**src/rtl/systolic_core_if.sv**
```systemverilog
// systolic_core_if: bundles the run handshake and operand/result buses of
// systolic_core.
//   start       master->slave  begin a run (sampled only while idle)
//   in_x_flat   master->slave  N row operands, row r at [(r+1)*D_W-1 -: D_W]
//   in_y_flat   master->slave  N column operands, column c at [(c+1)*D_W-1 -: D_W]
//   busy        slave->master  high while accumulating
//   done        slave->master  one-cycle pulse when results are final
//   out_z_flat  slave->master  N*N accumulators, Z[r][c] at index r*N+c
interface systolic_core_if #(
  parameter int unsigned D_W   = 8,
  parameter int unsigned N     = 2,
  parameter int unsigned ACC_W = 19
) ();
  logic                   start;
  logic [N*D_W-1:0]       in_x_flat;
  logic [N*D_W-1:0]       in_y_flat;
  logic                   busy;
  logic                   done;
  logic [N*N*ACC_W-1:0]   out_z_flat;

  modport master (
    output start, in_x_flat, in_y_flat,
    input  busy, done, out_z_flat
  );

  modport slave (
    input  start, in_x_flat, in_y_flat,
    output busy, done, out_z_flat
  );
endinterface

```
**src/rtl/systolic_core.sv**
```systemverilog
// systolic_core: output-stationary N x N multiply-accumulate array.
// Row operands enter the left edge and shift right one PE per cycle; column
// operands enter the top edge and shift down one PE per cycle. Each PE keeps
// its own accumulator, exposed directly on out_z_flat.
// Ports:
//   clk  rising-edge clock
//   rst  synchronous active-high reset
//   bus  systolic_core_if.slave (start, in_x_flat, in_y_flat, busy, done,
//        out_z_flat)
module systolic_core #(
  parameter int unsigned D_W     = 8,
  parameter int unsigned N       = 2,
  parameter int unsigned WORD    = 8,
  parameter int unsigned ACC_W   = 2 * D_W + $clog2(WORD),
  parameter int unsigned RUN_CYC = WORD + 2 * N
) (
  input logic             clk,
  input logic             rst,
  systolic_core_if.slave  bus
);

  localparam int unsigned CNT_W = (RUN_CYC > 1) ? $clog2(RUN_CYC) : 1;
  localparam logic [CNT_W-1:0] LAST_CNT = CNT_W'(RUN_CYC - 1);

  typedef enum logic {
    S_IDLE = 1'b0,
    S_RUN  = 1'b1
  } state_t;

  state_t           state_q, state_d;
  logic [CNT_W-1:0] cnt_q, cnt_d;
  logic             done_q, done_d;
  logic             clr;     // accepted start: zero accumulators and pipes
  logic             run_en;  // accumulate/shift this cycle

  always_comb begin
    state_d = state_q;
    cnt_d   = cnt_q;
    done_d  = 1'b0;
    clr     = 1'b0;
    run_en  = 1'b0;
    case (state_q)
      S_IDLE: begin
        if (bus.start) begin
          state_d = S_RUN;
          cnt_d   = '0;
          clr     = 1'b1;
        end
      end
      S_RUN: begin
        run_en = 1'b1;
        cnt_d  = cnt_q + 1'b1;
        // start is not looked at here, so a start in the final RUN cycle is
        // dropped rather than chaining a new run.
        if (cnt_q == LAST_CNT) begin
          state_d = S_IDLE;
          done_d  = 1'b1;
        end
      end
      default: state_d = S_IDLE;
    endcase
  end

  always_ff @(posedge clk) begin
    if (rst) begin
      state_q <= S_IDLE;
      cnt_q   <= '0;
      done_q  <= 1'b0;
    end else begin
      state_q <= state_d;
      cnt_q   <= cnt_d;
      done_q  <= done_d;
    end
  end

  assign bus.busy = (state_q == S_RUN);
  assign bus.done = done_q;

  // Registered pipe outputs of every PE, visible to the right/lower neighbour.
  logic [D_W-1:0] x_pipe [N][N];
  logic [D_W-1:0] y_pipe [N][N];

  for (genvar r = 0; r < N; r++) begin : g_row
    for (genvar c = 0; c < N; c++) begin : g_col
      logic [D_W-1:0]   x_in, y_in;
      logic [D_W-1:0]   x_q, y_q;
      logic [ACC_W-1:0] acc_q;
      logic [2*D_W-1:0] prod;

      if (c == 0) begin : g_x_edge
        assign x_in = bus.in_x_flat[r*D_W +: D_W];
      end else begin : g_x_pipe
        assign x_in = x_pipe[r][c-1];
      end

      if (r == 0) begin : g_y_edge
        assign y_in = bus.in_y_flat[c*D_W +: D_W];
      end else begin : g_y_pipe
        assign y_in = y_pipe[r-1][c];
      end

      assign prod = x_in * y_in;

      always_ff @(posedge clk) begin
        if (rst || clr) begin
          x_q   <= '0;
          y_q   <= '0;
          acc_q <= '0;
        end else if (run_en) begin
          x_q   <= x_in;
          y_q   <= y_in;
          acc_q <= acc_q + ACC_W'(prod);
        end
      end

      assign x_pipe[r][c] = x_q;
      assign y_pipe[r][c] = y_q;
      assign bus.out_z_flat[(r*N+c)*ACC_W +: ACC_W] = acc_q;
    end
  end

endmodule

```
**src/flat_wrapper.sv**
```systemverilog
// flat-port wrapper written by rule: the top's interface ports become plain ports
module systolic_core_flat 
#(
  parameter int unsigned D_W     = 8,
  parameter int unsigned N       = 2,
  parameter int unsigned WORD    = 8,
  parameter int unsigned ACC_W   = 2 * D_W + $clog2(WORD),
  parameter int unsigned RUN_CYC = WORD + 2 * N
)
  (clk, rst, bus_start, bus_in_x_flat, bus_in_y_flat, bus_busy, bus_done, bus_out_z_flat);
  systolic_core_if #(.D_W(D_W), .N(N), .ACC_W(ACC_W)) bus_i ();
  input logic clk;
  input logic rst;
  input wire logic [$bits(bus_i.start)-1:0] bus_start;
  input wire logic [$bits(bus_i.in_x_flat)-1:0] bus_in_x_flat;
  input wire logic [$bits(bus_i.in_y_flat)-1:0] bus_in_y_flat;
  output wire logic [$bits(bus_i.busy)-1:0] bus_busy;
  output wire logic [$bits(bus_i.done)-1:0] bus_done;
  output wire logic [$bits(bus_i.out_z_flat)-1:0] bus_out_z_flat;
  assign bus_i.start = bus_start;
  assign bus_i.in_x_flat = bus_in_x_flat;
  assign bus_i.in_y_flat = bus_in_y_flat;
  assign bus_busy = bus_i.busy;
  assign bus_done = bus_i.done;
  assign bus_out_z_flat = bus_i.out_z_flat;
  systolic_core #(.D_W(D_W), .N(N), .WORD(WORD), .ACC_W(ACC_W), .RUN_CYC(RUN_CYC)) u_core (.clk(clk), .rst(rst), .bus(bus_i));
endmodule
```
**config.mk**
```make
export PLATFORM = sky130hd
export DESIGN_NAME = systolic_core_flat
export DESIGN_NICKNAME = d
export VERILOG_FILES = /design/src/rtl/systolic_core_if.sv /design/src/rtl/systolic_core.sv /design/src/flat_wrapper.sv
export SDC_FILE = /design/constraint.sdc
export NUM_CORES = 1
export LEC_CHECK = 0
export ABC_AREA = 1
export BUFFER_PORTS_ARGS = -buffer_cell sky130_fd_sc_hd__buf_2
export CORE_MARGIN = 2
export CORE_UTILIZATION = 50
export CTS_CLUSTER_SIZE = 20
export DETAILED_ROUTE_END_ITERATION = 10
export PLACE_DENSITY = 0.75
export SLEW_MARGIN = 20
export SYNTH_ARGS = -nofsm -noshare
export SYNTH_HDL_FRONTEND = slang
export SYNTH_SLANG_ARGS = --single-unit
```
**constraint.sdc**
```tcl
create_clock -name clk -period 10.52 [get_ports clk]
set_clock_uncertainty 0.1 [all_clocks]
set_input_delay 1.578 -clock clk [delete_from_list [all_inputs] [get_ports clk]]
set_output_delay 1.578 -clock clk [all_outputs]
set_load 0.01 [all_outputs]
```
* Yosys cells after proc, flatten, opt, wreduce, memory -nomap -nowiden
Index checks and enable logic that the tools add are counted.
Storage, ports and cells: bits in registers 114, bits of input ports 35, logic and storage cells 33, output and inout port bits 78
Operators by class: multiplexer cells 8, reduce and logical (&&, ||, !) cells 2, equality and inequality tests 2, $mul 4, bitwise logic cells 1, add/subtract/negate cells 5
Operators with widths (number):
- adder 19 x 16 -> 19 bit | 4
- multiplier 8 x 8 -> 16 bit | 4
- case mux 4 bit (2 select lines) | 1
- 2-to-1 mux 1 bit | 5
- adder 4 x 1 -> 4 bit, second input constant | 1
- equality test 4 bit, second input constant | 1
- 2-to-1 mux 4 bit | 1
- inequality test 2 bit, second input constant | 1
- case mux 1 bit (2 select lines) | 1
- OR reduction 2 bit | 1
- logical OR 1 bit | 1
- inverter 1 bit | 1

* Logic depth before layout (Yosys ltp)
Gate-level depths: netlist (run 1).
word-level depth 3, mapped depth 22, depth with buffers taken out 21

* Worst setup path after synthesis (run 1)
OpenSTA, ideal clock, no wires.
kind input-to-reg, start in bus_in_y_flat[2], end reg u_core.g_row[0].g_col[0].acc_q[10], data arrival time 4.975 ns, data required time 10.305 ns, slack 5.330 ns, buffers on the path 1, setup time 0.115 ns, cell stages on the path 17, cells stage by stage clkbuf_1 -> nand2_1 -> fa_1 -> inv_1 -> fa_1 -> fa_1 -> inv_1 -> fa_1 -> inv_1 -> ha_1 -> nand2_1 -> inv_1 -> a21oi_1 -> nand2_1 -> xor2_1 -> o21ai_0 -> inv_1
Between the ends: cells in the longest elaborated chain, start to end 2
RTL lines:
- from (decl) | RTL line flat_wrapper.sv:16 | input wire logic [$bits(bus_i.in_y_flat)-1:0] bus_in_y_flat;
- multiplier 8 x 8 -> 16 bit | RTL line systolic_core.sv:102 | assign prod = x_in * y_in;
- adder 19 x 16 -> 19 bit | RTL line systolic_core.sv:112 | acc_q <= acc_q + ACC_W'(prod);
- to (signal assigned) | RTL line systolic_core.sv:112
- to (decl) | RTL line systolic_core.sv:87 | logic [ACC_W-1:0] acc_q;
No other way between the ends. A chain may end at the register's enable or synchronous reset.

* Worst setup path in the final report (run 1)
start in bus_in_x_flat[13], end reg u_core.g_row[1].g_col[0].acc_q[10]
Between the ends: cells in the longest elaborated chain, start to end 2
RTL lines:
- from (decl) | RTL line flat_wrapper.sv:15 | input wire logic [$bits(bus_i.in_x_flat)-1:0] bus_in_x_flat;
- multiplier 8 x 8 -> 16 bit | RTL line systolic_core.sv:102
- adder 19 x 16 -> 19 bit | RTL line systolic_core.sv:112
- to (signal assigned) | RTL line systolic_core.sv:112
- to (decl) | RTL line systolic_core.sv:87
No other way between the ends.

==> reports/metrics.csv, run 1 <==
stage,metric,value,unit
logic_synthesis,synth_nets,2812,
timing,relSlewSlack,43.2,%
global_routing,grt_overflow,0,
clock_tree,clk_latency,450,ps
clock_tree,cts_resized,0,
power_and_ir_drop,p_per_area,107,nW/um^2
job,cap_violations,0,
floorplan,start_util,50.4,%
global_routing,antenna_found_initial,2,
floorplan,die_h,184,um
worst_setup_path,end_kind,flip-flop,
logic_synthesis,yosys.area.top_type,fa_1,
detailed_routing,drt_iter0_drc,794,
clock_tree,hold_buffers,0,
detailed_routing,routed_via_density,4.85,
logic_synthesis,synth_area_per_cell,6.74,um^2
worst_setup_path,arrival,5270,ps
power_and_ir_drop,p_leak,11.1,nW
logic_synthesis,postSynth.asyncResetShare,0,%
detailed_routing,wirelength,39.3,mm
worst_hold_path,hold_path.class,reg -> reg,
logic_synthesis,synth_area,16300,um^2
run_status,outcome,"finished, final reports clean",
timing,setup_tns,0,ps
placement,place_area,17000,um^2
timing,setup_violations,0,
timing,maxSlewViolCount,0,
floorplan,die_area,34000,um^2
timing,finalCritPeriodShare,47.9,%
worst_setup_path,crit_fanout,9,
logic_synthesis,synth_sequential_area_ratio,14.0,%
timing,worst_slew_pin_slew,853,ps
worst_setup_path,crit_required,10750,ps
finish,area.growth.synth_to_final,8.05,%
clock_tree,postCtsSetupRepairBufs,0,
logic_synthesis,synth-main-ff-cell,dfxtp_1,
placement,hpwl,30.7,mm
placement,portBuffers,112,
detailed_routing,num_vias,14091,
global_routing,grt_start_max_net_pins,71,
floorplan,rows,66,
floorplan,die_w,184,um
detailed_routing,dr.pass1.iters,5,
logic_synthesis,synth_cell_types,30,
worst_setup_path,critical_path_class,in -> reg,
clock_tree,clk_path_buf_depth,2,
floorplan,coreArea,32300,um^2
worst_setup_path,critPathLaunchType,input port,
logic_synthesis,synth_top_area_share,24.6,%
timing,hold_viol,0,
detailed_routing,ant_nets,0,
detailed_routing,wl_per_cell,13.5,um
power_and_ir_drop,max-vdd-ir-drop,0.125,mV
timing,max_clock_freq,198,MHz
detailed_routing,drc,0,
logic_synthesis,yosys-top-cells-count,"inv_1 (740), nand2_1 (689), fa_1 (200)",
clock_tree,numCtsBuffers,17,
finish,final_cell_area,17600,um^2
timing,finalCriticalPeriod,5040,ps
finish,final_nets,2847,
clock_tree,tritoncts,yes,
global_routing,grt_pass1_wl,67.7,mm
global_routing,grt.total_usage,24.9,%
clock_tree,path_clk_slew,60,ps
finish,nFillCells,3095,
floorplan,pin_count,113,
logic_synthesis,synth_warnings,0,
clock_tree,h-tree-depth,4,
finish,layout-drive-gt1-share,7.68,%
logic_synthesis,yosys-top-cells-area,"fa_1 (25%), inv_1 (17%), nand2_1 (16%), dfxtp_1 (14%), ha_1 (13%)",
global_routing,grt_pass1_vias,14368,
placement,gp_congestion,0.884,
clock_tree,root_buffer,clkbuf_16,
worst_hold_path,holdPathStages,2,
timing,rsz0062_at_grt,false,
worst_setup_path,ff2ff_path_depth,18,
logic_synthesis,synthMostInstantiatedCell,inv_1,
logic_synthesis,ys_seq_elements,114,
logic_synthesis,synth_enable_flop_cells,0,
clock_tree,numClockSinks,114,
logic_synthesis,syn_inst,2412,
## worst max-delay path, cell delays in order
cell	delay [ps]
buf_2	220
nand2_1	120
fa_1	520
fa_1	550
inv_1	50
fa_1	490
inv_1	60
fa_1	480
inv_1	40
ha_1	330
nand2_1	80
nand2_1	90
a21oi_1	140
nand2_1	90
xor2_1	140
o21ai_0	210
inv_1	60
## cell type report
| type | count | area [um^2] | area share, % |
|---|---|---|---|
| Clock inverter | 13 | 128 | 0.726 |
| Inverter | 743 | 2790 | 15.9 |
| Tap cell | 442 | 553 | 3.15 |
| Multi-Input combinational cell | 1456 | 10800 | 61.3 |
| Antenna cell | 3 | 7.51 | 0.0427 |
| Sequential cell | 114 | 2290 | 13.0 |
| Timing Repair Buffer | 115 | 583 | 3.32 |
| Clock buffer | 19 | 453 | 2.58 |
## metrics by stage
stage / util (%) / setup slack, ps / total power, W / instances / hold slack, ps
after floorplan: - / 5330 / 0.00110 / 2412 / 334
after global placement: 52.6 / 5120 / 0.00127 / 2870 / 356
after detailed placement: 52.6 / 5050 / 0.00129 / 2870 / 366
after CTS: 54.4 / 5520 / 0.00190 / 2902 / 374
after global routing: 54.4 / 5240 / 0.00205 / 2903 / 391
final: 54.4 / 5480 / 0.00188 / 2905 / 380
## registers in the layout, indices dropped and copies added (netlist names)
name	flops
u_core.g_row.g_col.x_q	16
u_core.g_row.g_col.acc_q	76
u_core.cnt_q	4
u_core.g_row.g_col.y_q	16
u_core.bus.busy	1
u_core.bus.done	1
## kinds of logic after synthesis
group / after synthesis / share of synthesized area [%]
flip-flops: 114 / 14.0
buffers and inverters: 842 / 19.8
AO/OA/AOI/OAI: 140 / 4.55
AND/OR/NAND/NOR: 931 / 23.3
XOR/XNOR: 20 / 1.08
adder cells (fa/ha/maj): 365 / 37.3
## layer usage
layer | share of wire, % | track usage (%) | routed length, um | vias up
met5 | 0.028 | 0 | 11 | -
met4 | 2.6 | 8.99 | 1020 | 2
met3 | 5.2 | 4.11 | 2060 | 74
met2 | 48 | 42.3 | 18800 | 362
met1 | 44 | 31.8 | 17400 | 6683
li1 | - | - | - | 6970
## cells in the final DEF, fill, tap and decap left out, types with 16 or more instances in the layout
| master | Yosys | routed |
|---|---|---|
| inv_1 | 740 | 740 |
| nor2_1 | 92 | 92 |
| dfxtp_1 | 114 | 113 |
| buf_2 | 21 | 112 |
| clkbuf_16 | 0 | 17 |
| ha_1 | 165 | 165 |
| nand3_1 | 96 | 96 |
| nand2_1 | 689 | 689 |
| o21ai_0 | 23 | 23 |
| a21oi_1 | 104 | 104 |
| fa_1 | 200 | 200 |
| nand4_1 | 16 | 16 |
| xor2_1 | 20 | 20 |
## report_power, final
group	switching, W	internal, W	total (W)
combinational	0.000506	0.000293	0.000799
sequential	0.0000379	0.000454	0.000492
clock	0.000253	0.000340	0.000593
total	0.000797	0.00109	0.00188
## path summary, 6_finish.rpt
check                                                                     from                                              end  slack [ps]
worst max-delay path                                         bus_in_x_flat[13]  u_core.g_row[1].g_col[0].acc_q[10]$_SDFFE_PP0P_        5480
worst min-delay path            u_core.g_row[1].g_col[0].acc_q[3]$_SDFFE_PP0P_   u_core.g_row[1].g_col[0].acc_q[3]$_SDFFE_PP0P_         380
worst max register to register    u_core.g_row[0].g_col[0].x_q[2]$_SDFFE_PP0P_  u_core.g_row[0].g_col[1].acc_q[17]$_SDFFE_PP0P_        6240
worst min register to register  u_core.g_row[1].g_col[0].acc_q[3]$_SDFFE_PP0P_   u_core.g_row[1].g_col[0].acc_q[3]$_SDFFE_PP0P_         380
No activity file was read; power rests on OpenSTA's default activity.
==> inputs of run 2 (changes only) <==
==> constraint.sdc (replaced) <==
create_clock -name clk -period 4.9 [get_ports clk]
set_clock_uncertainty 0.1 [all_clocks]
set_input_delay 0.735 -clock clk [delete_from_list [all_inputs] [get_ports clk]]
set_output_delay 0.735 -clock clk [all_outputs]
set_load 0.01 [all_outputs]
==> run 2 against run 1 <==
Against the previous run: non-clock buffer count grew 5; core utilization grew 0.17 points; critical path type is now reg -> reg; critical endpoint is now u_core.g_row[0].g_col[1].acc_q[17]$_SDFFE_PP0P_; global-route usage grew 0.24 points.
==> reports/metrics.csv, run 2 (synthesis results as in run 1) <==
stage,metric,value,unit
global_routing,grt_pass1_vias,14836,
finish,largest_register_ffs,76,
power_and_ir_drop,power,0.00410,W
placement,gp_congestion,0.875,
finish,reg_top3,"u_core.g_row.g_col.acc_q: 76 flops, u_core.g_row.g_col.x_q: 16 flops, u_core.g_row.g_col.y_q: 16 flops",
timing,setup_tns,0,ps
worst_setup_path,arrival,4510,ps
detailed_routing,ant_nets,0,
timing,setup_violations,0,
worst_setup_path,critical_path_class,reg -> reg,
global_routing,antenna_found_initial,4,
clock_tree,numClockSinks,114,
worst_setup_path,cp.buffers_inverters,3,
worst_setup_path,crit_path_cell_trace,"nand2_1, fa_1, fa_1, inv_1, fa_1, inv_1, fa_1, inv_1, ha_1, nand2_1, nor2_1, nand2_1, nand3_2, nand2_1, nand3_1, nand2_1, nor2_1, nor2_1",
clock_tree,clk_path_buf_depth,2,
timing,rsz0062_at_grt,false,
floorplan,coreArea,32300,um^2
clock_tree,root_buffer,clkbuf_16,
worst_setup_path,crit_required,5130,ps
power_and_ir_drop,p_leak,11.2,nW
floorplan,start_util,50.4,%
global_routing,grt_overflow,0,
detailed_routing,wl_per_cell,13.6,um
placement,dp_slack,279,ps
clock_tree,path_clk_slew,60,ps
timing,finalCriticalPeriod,4280,ps
finish,layout-drive-gt1-share,7.75,%
finish,layout_common_cells,"inv_1 (740), nand2_1 (689), fa_1 (200), ha_1 (165), dfxtp_1 (113)",
worst_setup_path,ff2ff_path_depth,18,
detailed_routing,num_vias,14114,
finish,instances_no_fill,2910,
global_routing,grt_pass1_wl,68.3,mm
timing,hold_viol,0,
detailed_routing,drc,0,
run_status,outcome,"finished, final reports clean",
worst_setup_path,crit-reg2reg-capture,u_core.g_row[0].g_col[1].acc_q[17]$_SDFFE_PP0P_,
global_routing,grt_start_max_net_pins,68,
floorplan,pin_count,113,
floorplan,die_w,184,um
timing,setup_ws,625,ps
global_routing,grt.total_usage,25.1,%
placement,portBuffers,112,
worst_setup_path,crit_family,adder cells,
floorplan,die_area,34000,um^2
finish,final_nets,2852,
worst_setup_path,reg2reg_from,u_core.g_row[0].g_col[0].x_q[3]$_SDFFE_PP0P_,
clock_tree,hold_buffers,0,
worst_setup_path,crit_fanout,9,
clock_tree,h-tree-depth,4,
clock_tree,postCtsSetupRepairBufs,0,
finish,top_register,u_core.g_row.g_col.acc_q,
clock_tree,clk_latency,440,ps
power_and_ir_drop,p_per_area,233,nW/um^2
finish,final_common_cell,inv_1,
clock_tree,cts_resized,0,
worst_setup_path,reg2reg_slack,620,ps
timing,worst_slew_pin_slew,812,ps
power_and_ir_drop,max-vdd-ir-drop,0.271,mV
finish,utilization,54.6,%
worst_hold_path,hold_path.class,reg -> reg,
clock_tree,tritoncts,yes,
worst_setup_path,crit_top_cell,nand2_1,
floorplan,die_h,184,um
placement,dpl.cell_count,2875,
worst_setup_path,critPathSlowestCell,dfxtp_1,
timing,max_clock_freq,234,MHz
worst_hold_path,holdPathStages,2,
timing,maxSlewViolCount,0,
placement,hpwl,31.2,mm
detailed_routing,drt_iter0_drc,759,
detailed_routing,dr.pass1.iters,8,
worst_hold_path,hp-start,u_core.g_row[1].g_col[1].acc_q[3]$_SDFFE_PP0P_,
detailed_routing,wirelength,39.5,mm
worst_setup_path,critPathLaunchType,flip-flop,
timing,relSlewSlack,45.9,%
worst_setup_path,slowest_delay,640,ps
job,cap_violations,0,
clock_tree,numCtsBuffers,17,
worst_setup_path,end_kind,flip-flop,
floorplan,rows,66,
timing,finalCritPeriodShare,87.2,%
detailed_routing,routed_via_density,4.85,
worst_hold_path,hold_end,u_core.g_row[1].g_col[1].acc_q[3]$_SDFFE_PP0P_,
finish,area.growth.synth_to_final,8.39,%
-- run 2: worst reg2reg max path: cells and delay by family, from the launching register on --
kind	cells	cell delay (ps)
and+or+nand+nor	10	980
buffers and inverters	3	140
adders and majority gates	5	2310
DFF	1	640
-- run 2: layout make-up --
cell class,count,area [um^2]
antenna,3,7.51
clock buffer,22,464
clock inverter,10,134
fill,3126,14700
inverter,743,2790
multi-input combinational,1456,10800
sequential,114,2290
tap,442,553
timing repair buffer,120,621
-- run 2: layer usage --
metal	up-vias	GRT usage [%]	part of all wire (%)
met5	-	0	0.018
met4	2	10.0	3.6
met3	100	4.01	6.0
met2	393	43.8	48
met1	6635	31.0	43
li1	6984	-	-
-- run 2: worst max path at each step --
stage | start | to | slack, ps | cells past startpoint
6_report | u_core.g_row[0].g_col[0].x_q[3]$_SDFFE_PP0P_ | u_core.g_row[0].g_col[1].acc_q[17]$_SDFFE_PP0P_ | 620 | 18
3_5_place_dp | bus_in_x_flat[14] | u_core.g_row[1].g_col[0].acc_q[13]$_SDFFE_PP0P_ | 280 | 20
4_1_cts | u_core.g_row[0].g_col[0].x_q[4]$_SDFFE_PP0P_ | u_core.g_row[0].g_col[1].acc_q[17]$_SDFFE_PP0P_ | 640 | 18
2_1_floorplan | bus_in_y_flat[2] | u_core.g_row[0].g_col[0].acc_q[10]$_SDFFE_PP0P_ | 550 | 17
3_3_place_gp | bus_in_x_flat[13] | u_core.g_row[1].g_col[0].acc_q[12]$_SDFFE_PP0P_ | 360 | 20
5_1_grt | u_core.g_row[0].g_col[0].y_q[1]$_SDFFE_PP0P_ | u_core.g_row[1].g_col[0].acc_q[18]$_SDFFE_PP0P_ | 360 | 18
-- run 2: metrics by stage --
| stage | hold WS (ps) | cell area (um^2) |
|---|---|---|
| 5_1_grt | 383 | 17600 |
| 4_1_cts | 377 | 17600 |
| 2_1_floorplan | 334 | 16300 |
| 6_report | 380 | 17600 |
| 3_3_place_gp | 355 | 17000 |
| 3_5_place_dp | 365 | 17000 |
-- run 2: where the power goes --
part	total, W	internal (W)	switching [W]
Combinational	0.00172	0.000630	0.00109
Clock	0.00133	0.000823	0.000504
Sequential	0.00105	0.000975	0.0000796
